$ cat config.mk
export PLATFORM = sky130hd
export DESIGN_NAME = mc_main_ctrl
export DESIGN_NICKNAME = d
export VERILOG_FILES = /design/src/rtl/mc_main_ctrl.sv
export SDC_FILE = /design/constraint.sdc
export NUM_CORES = 1
export LEC_CHECK = 0
export BUFFER_PORTS_ARGS = -buffer_cell sky130_fd_sc_hd__buf_2
export CAP_MARGIN = 20
export CORE_MARGIN = 4
export CORE_UTILIZATION = 35
export DETAILED_ROUTE_END_ITERATION = 10
export GPL_ROUTABILITY_DRIVEN = 0
export GPL_TIMING_DRIVEN = 0
export PLACE_DENSITY = 0.56
export SYNTH_ARGS = -nofsm -noshare
export SYNTH_HDL_FRONTEND = slang
export SYNTH_SLANG_ARGS = --single-unit
$ cat constraint.sdc
create_clock -name clk -period 4.7 [get_ports clk]
set_input_delay 0.47 -clock clk [delete_from_list [all_inputs] [get_ports clk]]
set_output_delay 0.47 -clock clk [all_outputs]
set_load 0.005 [all_outputs]
$ cat src/rtl/mc_main_ctrl.sv
// ---------------------------------------------------------------------------
// mc_main_ctrl
// Multicycle main control FSM for the MIPS core. It decodes the IR opcode,
// sequences fetch/decode/execute/memory/writeback and drives every datapath
// enable, including the 4-bit ALUOp consumed by the ALU control decoder.
// A watchdog halts the machine with a sticky bus error when a memory access
// never completes.
//
// Parameters:
//   WAIT_MAX  cycles a memory state waits for mem_ready before bus error
//   WAIT_W    width of the wait counter (must hold WAIT_MAX)
//
// Ports:
//   clk, rst          rising-edge clock, asynchronous active-high reset
//   opcode[5:0]       IR[31:26], valid from DECODE onward
//   mem_ready         memory completes the current access this cycle
//   IorD, MemRead, MemWrite, IRWrite, PCWrite, PCWriteCond, BranchNe,
//   PCSrc[1:0], ALUSrcA, ALUSrcB[1:0], ALUOp[3:0], RegDst, MemtoReg,
//   RegWrite          datapath controls
//   bus_err           sticky memory-wait timeout flag
//   illegal_instr     sticky undefined-opcode flag
//
// Optional feature: define MC_MAIN_CTRL_TRAP_EN to trap undefined opcodes
// (FSM parks in TRAP, illegal_instr set). Without it undefined opcodes
// execute as a NOP and illegal_instr is tied low.
// ---------------------------------------------------------------------------
module mc_main_ctrl #(
    parameter int WAIT_MAX = 255,
    parameter int WAIT_W   = 8
) (
    input  logic       clk,
    input  logic       rst,
    input  logic [5:0] opcode,
    input  logic       mem_ready,
    output logic       IorD,
    output logic       MemRead,
    output logic       MemWrite,
    output logic       IRWrite,
    output logic       PCWrite,
    output logic       PCWriteCond,
    output logic       BranchNe,
    output logic [1:0] PCSrc,
    output logic       ALUSrcA,
    output logic [1:0] ALUSrcB,
    output logic [3:0] ALUOp,
    output logic       RegDst,
    output logic       MemtoReg,
    output logic       RegWrite,
    output logic       bus_err,
    output logic       illegal_instr
);

    typedef enum logic [3:0] {
        RST, FETCH, DECODE, MEMADR, MEMRD, MEMWB, MEMWR,
        EXEC_R, RWB, EXEC_I, IWB, BRANCH, JUMP, HALT, TRAP
    } state_t;

    // Registered control bundle; in_fetch marks FETCH so the mem_ready
    // qualified strobes can be formed without re-decoding the state.
    typedef struct packed {
        logic       iord;
        logic       mem_read;
        logic       mem_write;
        logic       pc_write;
        logic       pc_write_cond;
        logic       branch_ne;
        logic [1:0] pc_src;
        logic       alu_src_a;
        logic [1:0] alu_src_b;
        logic [3:0] alu_op;
        logic       reg_dst;
        logic       mem_to_reg;
        logic       reg_write;
        logic       in_fetch;
    } ctrl_t;

    state_t              state;
    state_t              state_nxt;
    ctrl_t               ctrl;
    logic [WAIT_W-1:0]   wait_cnt;
    logic                waiting;
    logic                wd_expire;
    logic                bus_err_q;

    // Control values for a given state. RST, HALT and TRAP fall through to
    // all zeros.
    function automatic ctrl_t decode_ctrl(input state_t s, input logic [5:0] op);
        ctrl_t c;
        c = '0;
        case (s)
            FETCH: begin
                c.mem_read  = 1'b1;
                c.alu_src_b = 2'b01;
                c.alu_op    = 4'b0010;
                c.in_fetch  = 1'b1;
            end
            DECODE: begin
                c.alu_src_b = 2'b11;
                c.alu_op    = 4'b0010;
            end
            MEMADR: begin
                c.alu_src_a = 1'b1;
                c.alu_src_b = 2'b10;
                c.alu_op    = 4'b0011;
            end
            MEMRD: begin
                c.iord     = 1'b1;
                c.mem_read = 1'b1;
            end
            MEMWB: begin
                c.mem_to_reg = 1'b1;
                c.reg_write  = 1'b1;
            end
            MEMWR: begin
                c.iord      = 1'b1;
                c.mem_write = 1'b1;
            end
            EXEC_R: begin
                c.alu_src_a = 1'b1;
            end
            RWB: begin
                c.reg_dst   = 1'b1;
                c.reg_write = 1'b1;
            end
            EXEC_I: begin
                c.alu_src_a = 1'b1;
                c.alu_src_b = 2'b10;
                c.alu_op    = op[3:0];
            end
            IWB: begin
                c.reg_write = 1'b1;
            end
            BRANCH: begin
                c.alu_src_a     = 1'b1;
                c.alu_op        = op[3:0];
                c.pc_write_cond = 1'b1;
                c.branch_ne     = op[0];
                c.pc_src        = 2'b01;
            end
            JUMP: begin
                c.pc_write = 1'b1;
                c.pc_src   = 2'b10;
            end
            default: ;
        endcase
        return c;
    endfunction

    // Next-state selection. Memory states hold until mem_ready; the
    // watchdog overrides the hold once the wait count reaches WAIT_MAX, but
    // a mem_ready on that same cycle still wins.
    always_comb begin
        state_nxt = state;
        wd_expire = 1'b0;
        waiting   = (state == FETCH) || (state == MEMRD) || (state == MEMWR);
        case (state)
            RST:    state_nxt = FETCH;
            FETCH:  if (mem_ready) state_nxt = DECODE;
            DECODE: begin
                case (opcode)
                    6'b000000:             state_nxt = EXEC_R;
                    6'b100011, 6'b101011:  state_nxt = MEMADR;
                    6'b000100, 6'b000101:  state_nxt = BRANCH;
                    6'b000010:             state_nxt = JUMP;
                    6'b001000, 6'b001010, 6'b001011,
                    6'b001100, 6'b001101, 6'b001110:
                                           state_nxt = EXEC_I;
`ifdef MC_MAIN_CTRL_TRAP_EN
                    default:               state_nxt = TRAP;
`else
                    default:               state_nxt = FETCH;
`endif
                endcase
            end
            MEMADR: state_nxt = opcode[3] ? MEMWR : MEMRD;
            MEMRD:  if (mem_ready) state_nxt = MEMWB;
            MEMWB:  state_nxt = FETCH;
            MEMWR:  if (mem_ready) state_nxt = FETCH;
            EXEC_R: state_nxt = RWB;
            RWB:    state_nxt = FETCH;
            EXEC_I: state_nxt = IWB;
            IWB:    state_nxt = FETCH;
            BRANCH: state_nxt = FETCH;
            JUMP:   state_nxt = FETCH;
            default: state_nxt = state;
        endcase
        if (waiting && !mem_ready && (wait_cnt == WAIT_W'(WAIT_MAX))) begin
            state_nxt = HALT;
            wd_expire = 1'b1;
        end
    end

    // State, registered controls, watchdog counter and sticky flags. The
    // counter only advances while a memory state is stalled, so any state
    // change or a mem_ready returns it to zero.
    always_ff @(posedge clk or posedge rst) begin
        if (rst) begin
            state     <= RST;
            ctrl      <= '0;
            wait_cnt  <= '0;
            bus_err_q <= 1'b0;
`ifdef MC_MAIN_CTRL_TRAP_EN
            illegal_instr <= 1'b0;
`endif
        end else begin
            state <= state_nxt;
            ctrl  <= decode_ctrl(state_nxt, opcode);
            if (waiting && !mem_ready && (state_nxt == state))
                wait_cnt <= wait_cnt + WAIT_W'(1);
            else
                wait_cnt <= '0;
            if (wd_expire)
                bus_err_q <= 1'b1;
`ifdef MC_MAIN_CTRL_TRAP_EN
            if ((state == DECODE) && (state_nxt == TRAP))
                illegal_instr <= 1'b1;
`endif
        end
    end

`ifndef MC_MAIN_CTRL_TRAP_EN
    assign illegal_instr = 1'b0;
`endif

    // IR and PC load in FETCH only when the instruction word actually arrives.
    assign IRWrite     = ctrl.in_fetch & mem_ready;
    assign PCWrite     = ctrl.pc_write | (ctrl.in_fetch & mem_ready);
    assign IorD        = ctrl.iord;
    assign MemRead     = ctrl.mem_read;
    assign MemWrite    = ctrl.mem_write;
    assign PCWriteCond = ctrl.pc_write_cond;
    assign BranchNe    = ctrl.branch_ne;
    assign PCSrc       = ctrl.pc_src;
    assign ALUSrcA     = ctrl.alu_src_a;
    assign ALUSrcB     = ctrl.alu_src_b;
    assign ALUOp       = ctrl.alu_op;
    assign RegDst      = ctrl.reg_dst;
    assign MemtoReg    = ctrl.mem_to_reg;
    assign RegWrite    = ctrl.reg_write;
    assign bus_err     = bus_err_q;

endmodule

# Word-level counts from Yosys, hierarchy flattened
# Index checks and enable logic that the tools add are counted.
[totals] reg_bits=32 input_bits=9 out_inout_bits=21 wordCells=98
[op_classes] n_addsub=1 n_bitwise=2 eq_ne=37 mux=22 n_reduce_logical=19
[op_table] op="== test 4 bit, second input constant" count=10
[op_table] op="== test 6 x 4 -> 1 bit, second input constant" count=6
[op_table] op="== test 4 x 3 -> 1 bit, second input constant" count=8
[op_table] op="case mux 4 bit (8 select lines)" count=1
[op_table] op="case mux 4 bit (5 select lines)" count=1
[op_table] op="== test 4 x 2 -> 1 bit, second input constant" count=4
[op_table] op="two-way mux 4 bit" count=4
[op_table] op="OR reduction 2 bit" count=7
[op_table] op="== test 6 x 3 -> 1 bit, second input constant" count=2
[op_table] op="== test 6 bit, second input constant" count=2
[op_table] op="case mux 4 bit (3 select lines)" count=1
[op_table] op="OR reduction 6 bit" count=2
[op_table] op="two-way mux 1 bit" count=10
[op_table] op="adder 8 x 1 -> 8 bit, second input constant" count=1
[op_table] op="== test 4 x 1 -> 1 bit, second input constant" count=2
[op_table] op="== test 8 bit, second input constant" count=1
[op_table] op="two-way mux 8 bit" count=1
[op_table] op="== test 6 x 2 -> 1 bit, second input constant" count=1
[op_table] op="logical NOT 6 bit" count=1
[op_table] op="case mux 2 bit (3 select lines)" count=1
[op_table] op="== test 4 bit" count=1
[op_table] op="logical NOT 4 bit" count=1
[op_table] op="two-way mux 2 bit" count=2
[op_table] op="case mux 2 bit (2 select lines)" count=1
[op_table] op="7 further kinds" count=10

# Depth between registers and ports, before layout
# Gate-level depths: netlist (run 1).
[depth] depth_word=9 depth_mapped=8 mapped_depth_nobuf=7

# Least setup slack after synthesis (run 1)
# No wires, ideal clock.
[synth_timing] kind="reg2reg" start="reg state[2]" end="reg ctrl[0] in the netlist's numbering" t_required_ns=4.582 slack_ns=2.757 arrival_time_ns=1.825 path_stages_with_launch=7 path_buffers=1 setup_time_ns=0.118 period_less_slack_ns=1.943 path_cell_list="dfrtp_1 -> buf_6 -> or4b_4 -> a211o_1 -> a31oi_4 -> nand2b_1 -> nor2_1"
[synth_between] elab_chain_len=8 elab_cells_between_ends=25 classes_between="eq/ne: 13; mux: 6; reduce/logical: 6"
[synth_rtl] item="start, declared" line="77" source="state_t state;"
[synth_rtl] item="start signal, assigned" line="206" source="state <= state_nxt;"
[synth_rtl] item="parallel branches: the longest is 5 deep, another holds case mux 4 bit (8 select lines)"
[synth_rtl] item="two-way mux 4 bit *" line="187" source="if (waiting && !mem_ready && (wait_cnt == WAIT_W'(WAIT_MAX))) begin"
[synth_rtl] item="net state_nxt[1]" line="78" source="state_t state_nxt;"
[synth_rtl] item="== test 4 x 1 -> 1 bit *" line="90" source="case (s)"
[synth_rtl] item="two-way mux 1 bit *" line="90"
[synth_rtl] item="end signal, assigned" line="207" source="ctrl <= decode_ctrl(state_nxt, opcode);"
[synth_rtl] item="end, declared" line="79" source="ctrl_t ctrl;"
# Mark *: on every way through the listed nets, which the timed path passes.
# A chain may end at the register's enable or synchronous reset.

# Worst setup path in the final report (run 1)
[layout_timing] start="reg state[2]" end="reg ctrl (netlist bit ALUSrcB[1])"
[layout_between] elab_chain_len=9 elab_cells_between_ends=29 classes_between="eq/ne: 16; mux: 6; reduce/logical: 7"
[layout_rtl] item="parallel branches: the longest is 5 deep, another holds case mux 4 bit (8 select lines)"
[layout_rtl] item="two-way mux 4 bit *" line="187"
[layout_rtl] item="net state_nxt[2]" line="78"
[layout_rtl] item="== test 4 bit or == test 4 x 2 -> 1 bit (tied branches)" line="90"
[layout_rtl] item="OR reduction 2 bit (no source line)"
[layout_rtl] item="case mux 2 bit (3 select lines) *" line="90"
# Marks and branches as above.

==> impl_metrics.json, run 1 <==
{
  "status": "complete, no violations",
  "finalSetupViolCount": 0,
  "ant_nets": 0,
  "drv_slew": 0,
  "grtUsageTotal_pct": 11.82,
  "seqCellArea_um2": 775.7,
  "worstPathRequired_ns": 4.85,
  "endpoint_kind": "flip-flop",
  "layout-drive-gt1-share_pct": 35.08,
  "hold_viol_final": 0,
  "p_leak_nw": 0.9130,
  "tightest_slew_ns": 0.5048,
  "clkSlewWorstSetupHoldPaths_ns": 0.06,
  "fin_worst_hold_slack_ns": 0.1847,
  "slew_headroom_pct": 66.16,
  "p_per_area_nw_per_um2": 549.7,
  "grt_max_degree": 23,
  "vdd_drop_max_mv": 0.1933,
  "reg2reg_slack_ns": 2.56,
  "grt_pass1_wl_mm": 5.023,
  "routed_via_density": 4.860,
  "synth_top_area_share_pct": 49.17,
  "io_buffers": 28,
  "ys_ff_latch": 31,
  "rows": 24,
  "synth_async_sr_flop_share_pct": 100.0,
  "p_total_mw": 1.043,
  "fillers": 431,
  "drcViolationCount": 0,
  "wire_per_inst_um": 12.78,
  "antenna_found_initial": 0,
  "layout_common_cells": "32 x buf_2, 31 x dfrtp_1, 21 x nor2_1",
  "maxCapViolCount": 0,
  "die_w_um": 75.14,
  "worst_clock_skew_ns": 0.004696,
  "first_pass_iters": 4,
  "dp_hpwl_mm": 2.267,
  "multi_input_area_um2": 675.6,
  "cts_setup_buffers": 0,
  "synth_fp_nets": 165,
  "route.vias.total": 1181,
  "crit_type": "reg -> reg",
  "cts_root_buf": "clkbuf_8",
  "synth.distinct_cells": 47,
  "start_util_pct": 36.24,
  "clkLatencyLatePin_ns": 0.27,
  "cts_sinks": 31,
  "dieArea_um2": 5646,
  "synthToLayoutAreaGrowth_pct": 20.30,
  "drt_wl_total_mm": 3.106,
  "yosys-top-cells-area": "dfrtp_1 49%, nor2_1 5.0%, buf_4 4.3%",
  "yosys_warnings": 0,
  "post-route-min-period_ns": 2.142,
  "antenna_cells": 0,
  "yosys.area.top_type": "dfrtp_1",
  "synth_edf_count": 0,
  "finalCritPeriodShare_pct": 45.57,
  "critPathLaunchType": "flip-flop",
  "synth-seq-area-share_pct": 49.17,
  "rsz0062_at_grt": "false",
  "syn_area_per_cell_um2": 10.18,
  "cts_tree": "yes",
  "ctsHoldBuffers": 0,
  "cts_buffers": 5,
  "gr-total-overflow": 0,
  "die_y_um": 75.14,
  "nets": 201,
  "first_global_vias": 1108,
  "io_pins": 30,
  "synthCells": 155,
  "drt_iter0_drc": 40,
  "max_freq_ghz": 0.4669,
  "clockBufferDepth": 2,
  "ys.flop_type": "dfrtp_1",
  "crit_arrival_ns": 2.29,
  "synthesis.area_um2": 1578,
  "hold_path_class": "in -> async",
  "ctsResizeCount": 0,
  "core_um2": 4354,
  "cts_max_level": 2,
  "tns_ns": 0,
  "final_common_cell": "buf_2",
  "cp_max_fo": 8
}
==> synthesized netlist by cell type (2+ instances only) <==
master and n:
a21oi_1 9, xnor2_1 3, nand3b_1 2, buf_4 9, or2b_1 2, or2_2 5
nand2_1 9, a211oi_1 3, nand3_1 5, dfrtp_1 31, nor3_1 4, nor2_1 21
a21o_1 2, o21ai_0 2, xor2_1 3, nor2b_1 2, nand2b_1 4, inv_1 5
o21bai_1 3, buf_2 4
==> logic make-up (layout without fill, tap and decap cells) <==
logic type	Yosys count	in the layout	share of synthesized area [%]
AOI/OAI and AO/OA	30	30	15.86
DFF	31	31	49.17
other	1	1	0.2377
buffers and inverters	21	57	8.009
and+or+nand+nor	65	65	22.60
adders and majority gates	1	1	0.7929
xor gates and xnor gates	6	6	3.331
==> area by class of cell <==
class	instances	area share [%]
plain buffers	15	5.405
clock buffers	6	4.351
clock inverters	1	0.2637
inverters	6	1.252
multi-input cells	103	35.60
flip-flops and latches	31	40.87
well taps	52	3.428
repair buffers	29	8.833
==> per-layer routing <==
layer	global-route usage [%]	wire (um)	vias to the layer above
li1	-	-	585
met1	14.54	1376	559
met2	19.73	1451	32
met3	3.605	239	5
met4	4.078	38	0
met5	0	0	-
==> flip-flops by register name (all words and copies together) (netlist names), 2 cells and up <==
register,count
ALUOp,4
ALUSrcB,2
PCSrc,2
ctrl,2
state,4
wait_cnt,8
==> power breakdown <==
group	switching, mW	internal (mW)
clock network	0.0922	0.115
registers	0.0236	0.330
logic	0.269	0.215
==> critical path: stages (launching register included) <==
cell and delay, ns:
dfrtp_1 0.41, or3b_4 0.43, a2111oi_4 0.50, or2_2 0.19
buf_2 0.19, nand3b_1 0.20, o22ai_1 0.10
==> path summary, 6_finish.rpt <==
path                                     to  depth (start not counted)   startpoint
worst max-delay path             ALUSrcB[1]                          6     state[2]
worst min-delay path               BranchNe                          2          rst
worst max register to register   ALUSrcB[1]                          6     state[2]
worst min register to register  wait_cnt[0]                          1  wait_cnt[0]
max in group asynchronous          state[2]                          3          rst
min in group clk                   ALUOp[1]                          3    opcode[1]
==> metrics by stage <==
step	utilization, %	instances	instance area [um2]	worst slack [ns]
after floorplan	-	155	1578	2.757
after global placement	40.95	235	1783	2.440
after detailed placement	41.58	236	1810	2.460
after CTS	43.59	243	1898	2.560
after global routing	43.59	243	1898	2.419
final	43.59	243	1898	2.558
No activity file was read; power rests on OpenSTA's default activity.
==> run 2: changes to the inputs <==
PLACE_DENSITY = 0.58   (was 0.56)
clock period = 1.7 ns   (was 4.7 ns; I/O delays follow)
==> impl_metrics.json, run 2 (synthesis results as in run 1) <==
{
  "layout-drive-gt1-share_pct": 48.33,
  "clkSlewWorstSetupHoldPaths_ns": 0.06,
  "grt_max_degree": 23,
  "p_total_mw": 3.691,
  "final_area_um2": 2238,
  "cp_slowest_cell": "or4b_4",
  "rsz0062_at_grt": "true",
  "min_to": "ALUOp[1]",
  "route.vias.total": 1281,
  "tns_ns": -4.414,
  "layout_common_cells": "30 x dfrtp_1, 28 x buf_2, 19 x nor2_1, 19 x buf_4, 11 x buf_6",
  "min_from": "opcode[1]",
  "reg2reg_slack_ns": -0.35,
  "cts_max_level": 2,
  "routed_via_density": 4.908,
  "drt_iter0_drc": 66,
  "endpoint_kind": "flip-flop",
  "placed_area_um2": 1833,
  "grt_pass1_wl_mm": 5.713,
  "dieArea_um2": 5646,
  "cts_buffers": 5,
  "hold-path-cell-count": 3,
  "p_per_area_nw_per_um2": 1649,
  "wire_per_inst_um": 13.52,
  "antenna_cells": 0,
  "finalCritPeriodShare_pct": 120.4,
  "nets": 220,
  "final_common_cell": "dfrtp_1",
  "largest_reg_flops": 8,
  "top_register": "wait_cnt",
  "worstPathRequired_ns": 1.90,
  "drt_wl_total_mm": 3.529,
  "vdd_drop_max_mv": 0.5960,
  "critPathTopFamily": "compound AO/OA/AOI/OAI gates",
  "max_freq_ghz": 0.4884,
  "crit_arrival_ns": 2.25,
  "clockBufferDepth": 2,
  "clkLatencyLatePin_ns": 0.27,
  "cp_max_fo": 8,
  "io_pins": 30,
  "gr-total-overflow": 0,
  "die_w_um": 75.14,
  "rows": 24,
  "die_y_um": 75.14,
  "pre_cts_ws_ns": -0.4259,
  "first_global_vias": 1285,
  "cp.buffers_inverters": 2,
  "critPathMaxStageDelay_ns": 0.54,
  "crit_type": "reg -> reg",
  "violations": "setup timing",
  "io_buffers": 28,
  "cts_sinks": 31,
  "reg2reg_depth": 7,
  "dp_hpwl_mm": 2.391,
  "rr_endpoint": "ALUSrcA",
  "core_um2": 4354,
  "hold_path_class": "in -> reg",
  "hold_viol_final": 0,
  "p_leak_nw": 1.049,
  "post-route-min-period_ns": 2.048,
  "cts_root_buf": "clkbuf_8",
  "first_pass_iters": 4,
  "cts_tree": "yes",
  "drcViolationCount": 0,
  "worst_clock_skew_ns": 0.002794,
  "finalWorstSetupSlack_ns": -0.3476,
  "cp_cell_sequence": "buf_6, or4b_4, a211o_1, a31oi_4, buf_12, nand2_8, a21boi_2",
  "synthToLayoutAreaGrowth_pct": 41.87,
  "status": "finished, violations left",
  "critPathLaunchType": "flip-flop",
  "antenna_found_initial": 0,
  "drv_slew": 0,
  "fin_worst_hold_slack_ns": 0.1726,
  "finalSetupViolCount": 18,
  "start_util_pct": 36.24,
  "ant_nets": 0,
  "r2r-start": "state[0]",
  "maxCapViolCount": 0,
  "grtUsageTotal_pct": 13.70
}
==> run 2: cell count changes in the layout (fill, tap and decap cells not counted), sizes merged <==
| cell | change |
|---|---|
| buf | +18 |
| clkinv | -2 |
| dlygate4sd3 | +1 |
| inv | +1 |
==> run 2: worst register-to-register path: cells and delay by family (launching register included) <==
family | cells | cell delay, ns
AO/OA/AOI/OAI | 3 | 0.68
buffers and inverters | 2 | 0.29
flip-flops | 1 | 0.39
AND/OR/NAND/NOR | 2 | 0.61
==> run 2: final cells by class <==
cell class | instances | area (um2)
inverter | 6 | 25.02
sequential | 31 | 777.0
fill | 389 | 2116
multi-input combinational | 103 | 809.5
clock buffer | 6 | 72.57
buffer | 12 | 95.09
tap | 52 | 65.06
timing repair buffer | 51 | 394.1
==> run 2: what timing repair did <==
item	CTS	global route
gates resized for setup	15	24
endpoints found under the hold margin	9	0
hold buffers	1	0
cloned	0	0
setup buffers	11	10
endpoints found under the setup margin	17	19
pin swaps	7	6
==> run 2: how the worst max path moves through the flow <==
| stage | start | end | slack (ns) | cells past startpoint |
|---|---|---|---|---|
| final | state[0] | ALUSrcA | -0.35 | 7 |
| after global routing | state[0] | ALUSrcB[1] | -0.41 | 8 |
| after CTS | state[0] | ALUSrcB[1] | -0.34 | 8 |
| after detailed placement | state[2] | ctrl[0] | -0.43 | 6 |
| after global placement | state[2] | ctrl[0] | -0.40 | 6 |
| after floorplan | state[2] | ctrl[0] | -0.22 | 6 |
==> run 2: report_power, final <==
part	switching [mW]	internal [mW]
logic	1.01	1.18
clock network	0.228	0.272
registers	0.0842	0.914
total	1.32	2.37
==> run 2: per-stage QoR <==
stage          util [%]  std cells
4_1_cts           47.73        253
3_3_place_gp      41.47        235
2_1_floorplan         -        155
3_5_place_dp      42.10        236
6_report          51.41        261
5_1_grt           51.41        261
==> run 2: layer usage <==
metal,wire [um],vias to the layer above,GRT usage (%)
li1,-,633,-
met1,1384,602,14.90
met2,1792,33,23.02
met3,231,13,4.806
met4,121,0,7.961
met5,0,-,0
==> run 3: changes to the inputs <==
PLACE_DENSITY = 0.65   (was 0.58)
clock period = 2.4 ns   (was 1.7 ns; I/O delays follow)
==> impl_metrics.json, run 3 (synthesis results as in run 1) <==
{
  "status": "complete, no violations",
  "placed_area_um2": 1810,
  "gr-total-overflow": 0,
  "p_leak_nw": 0.9313,
  "drv_slew": 0,
  "drt_iter0_drc": 44,
  "drt_wl_total_mm": 3.258,
  "fillers": 420,
  "route.vias.total": 1173,
  "fin_util_pct": 44.51,
  "finalSetupViolCount": 0,
  "grt_use_met3_pct": 3.204,
  "cts_setup_buffers": 0,
  "wire_per_inst_um": 13.30,
  "first_global_vias": 1124,
  "first_pass_iters": 4,
  "seqCellArea_um2": 775.7,
  "clkSlewWorstSetupHoldPaths_ns": 0.07,
  "dieArea_um2": 5646,
  "cts_sinks": 31,
  "finalNonFillerCells": 245,
  "grt_use_met1_pct": 17.01,
  "pre_cts_ws_ns": 0.1855,
  "hold_path_class": "in -> reg",
  "drcViolationCount": 0,
  "synthToLayoutAreaGrowth_pct": 22.84,
  "ctsResizeCount": 0,
  "cts_root_buf": "clkbuf_8",
  "critPathLaunchType": "flip-flop",
  "largest_reg_flops": 8,
  "busiest_layer": "met2",
  "post-route-min-period_ns": 2.197,
  "multi_input_area_um2": 675.6,
  "nets": 202,
  "worst_clock_skew_ns": 0.009532,
  "p_per_area_nw_per_um2": 1125,
  "endpoint_kind": "flip-flop",
  "tightest_slew_ns": 0.5219,
  "ctsHoldBuffers": 1,
  "cts_tree": "yes",
  "core_um2": 4354,
  "layout-drive-gt1-share_pct": 35.23,
  "grt_pass1_wl_mm": 5.271,
  "antenna_cells": 0,
  "routed_via_density": 4.788,
  "io_pins": 30,
  "cp_max_fo": 8,
  "use_met2_pct": 18.67,
  "grtUsageTotal_pct": 12.44,
  "crit_type": "reg -> reg",
  "maxCapViolCount": 0,
  "antenna_found_initial": 0,
  "clkLatencyLatePin_ns": 0.28,
  "tns_ns": 0,
  "worstPathRequired_ns": 2.56,
  "die_w_um": 75.14,
  "rows": 24,
  "finalWorstSetupSlack_ns": 0.2035,
  "hold_viol_final": 0,
  "crit_arrival_ns": 2.36,
  "finalCritPeriodShare_pct": 91.52,
  "dp.cells": 236,
  "clockBufferDepth": 2,
  "layout_common_cells": "32 x buf_2, 31 x dfrtp_1, 21 x nor2_1",
  "grt_max_degree": 24,
  "fin_worst_hold_slack_ns": 0.2124,
  "start_util_pct": 36.24,
  "final_common_cell": "buf_2",
  "dp_hpwl_mm": 2.357,
  "die_y_um": 75.14,
  "cts_buffers": 5,
  "rsz0062_at_grt": "false",
  "p_total_mw": 2.180,
  "ant_nets": 0,
  "vdd_drop_max_mv": 0.4499,
  "io_buffers": 28,
  "slew_headroom_pct": 65.02,
  "top_register": "wait_cnt",
  "max_freq_ghz": 0.4553,
  "cts_max_level": 2,
  "final_area_um2": 1938
}
[run 3: worst max-delay path: stages (launching register included)]
cell and delay (ns):
dfrtp_1 0.41, or3b_4 0.42, a2111oi_4 0.53, or2_2 0.19, buf_2 0.20, nand3b_1 0.22, o22ai_1 0.10
[run 3: report_power, final]
part | total [mW] | internal, mW | switching [mW]
Combinational | 0.960 | 0.421 | 0.539
Sequential | 0.687 | 0.645 | 0.0415
Clock | 0.533 | 0.336 | 0.198
Total | 2.18 | 1.40 | 0.778
[run 3: cell type report]
cell class,instances,area share [%]
Sequential cell,31,40.03
Clock buffer,6,4.261
Multi-Input combinational cell,103,34.86
Inverter,6,1.227
Tap cell,52,3.357
Clock inverter,2,1.808
Buffer,15,5.294
Timing Repair Buffer,30,9.167
[run 3: layer usage]
layer	vias to the layer above	wire, um
li1	594	-
met1	549	1522
met2	25	1553
met3	5	137
met4	0	45
met5	-	0
[run 3: path summary, 6_finish.rpt]
kind                       depth (start not counted)          end  slack (ns)         from
setup / recovery                                   6   ALUSrcB[1]        0.20     state[2]
setup reg to reg                                   6   ALUSrcB[1]        0.20     state[2]
hold reg to reg                                    1  wait_cnt[0]        0.46  wait_cnt[0]
min in group asynchronous                          3  wait_cnt[5]        0.50          rst
hold / removal                                     3     BranchNe        0.21    opcode[0]
max in group asynchronous                          4     PCSrc[1]        1.43          rst
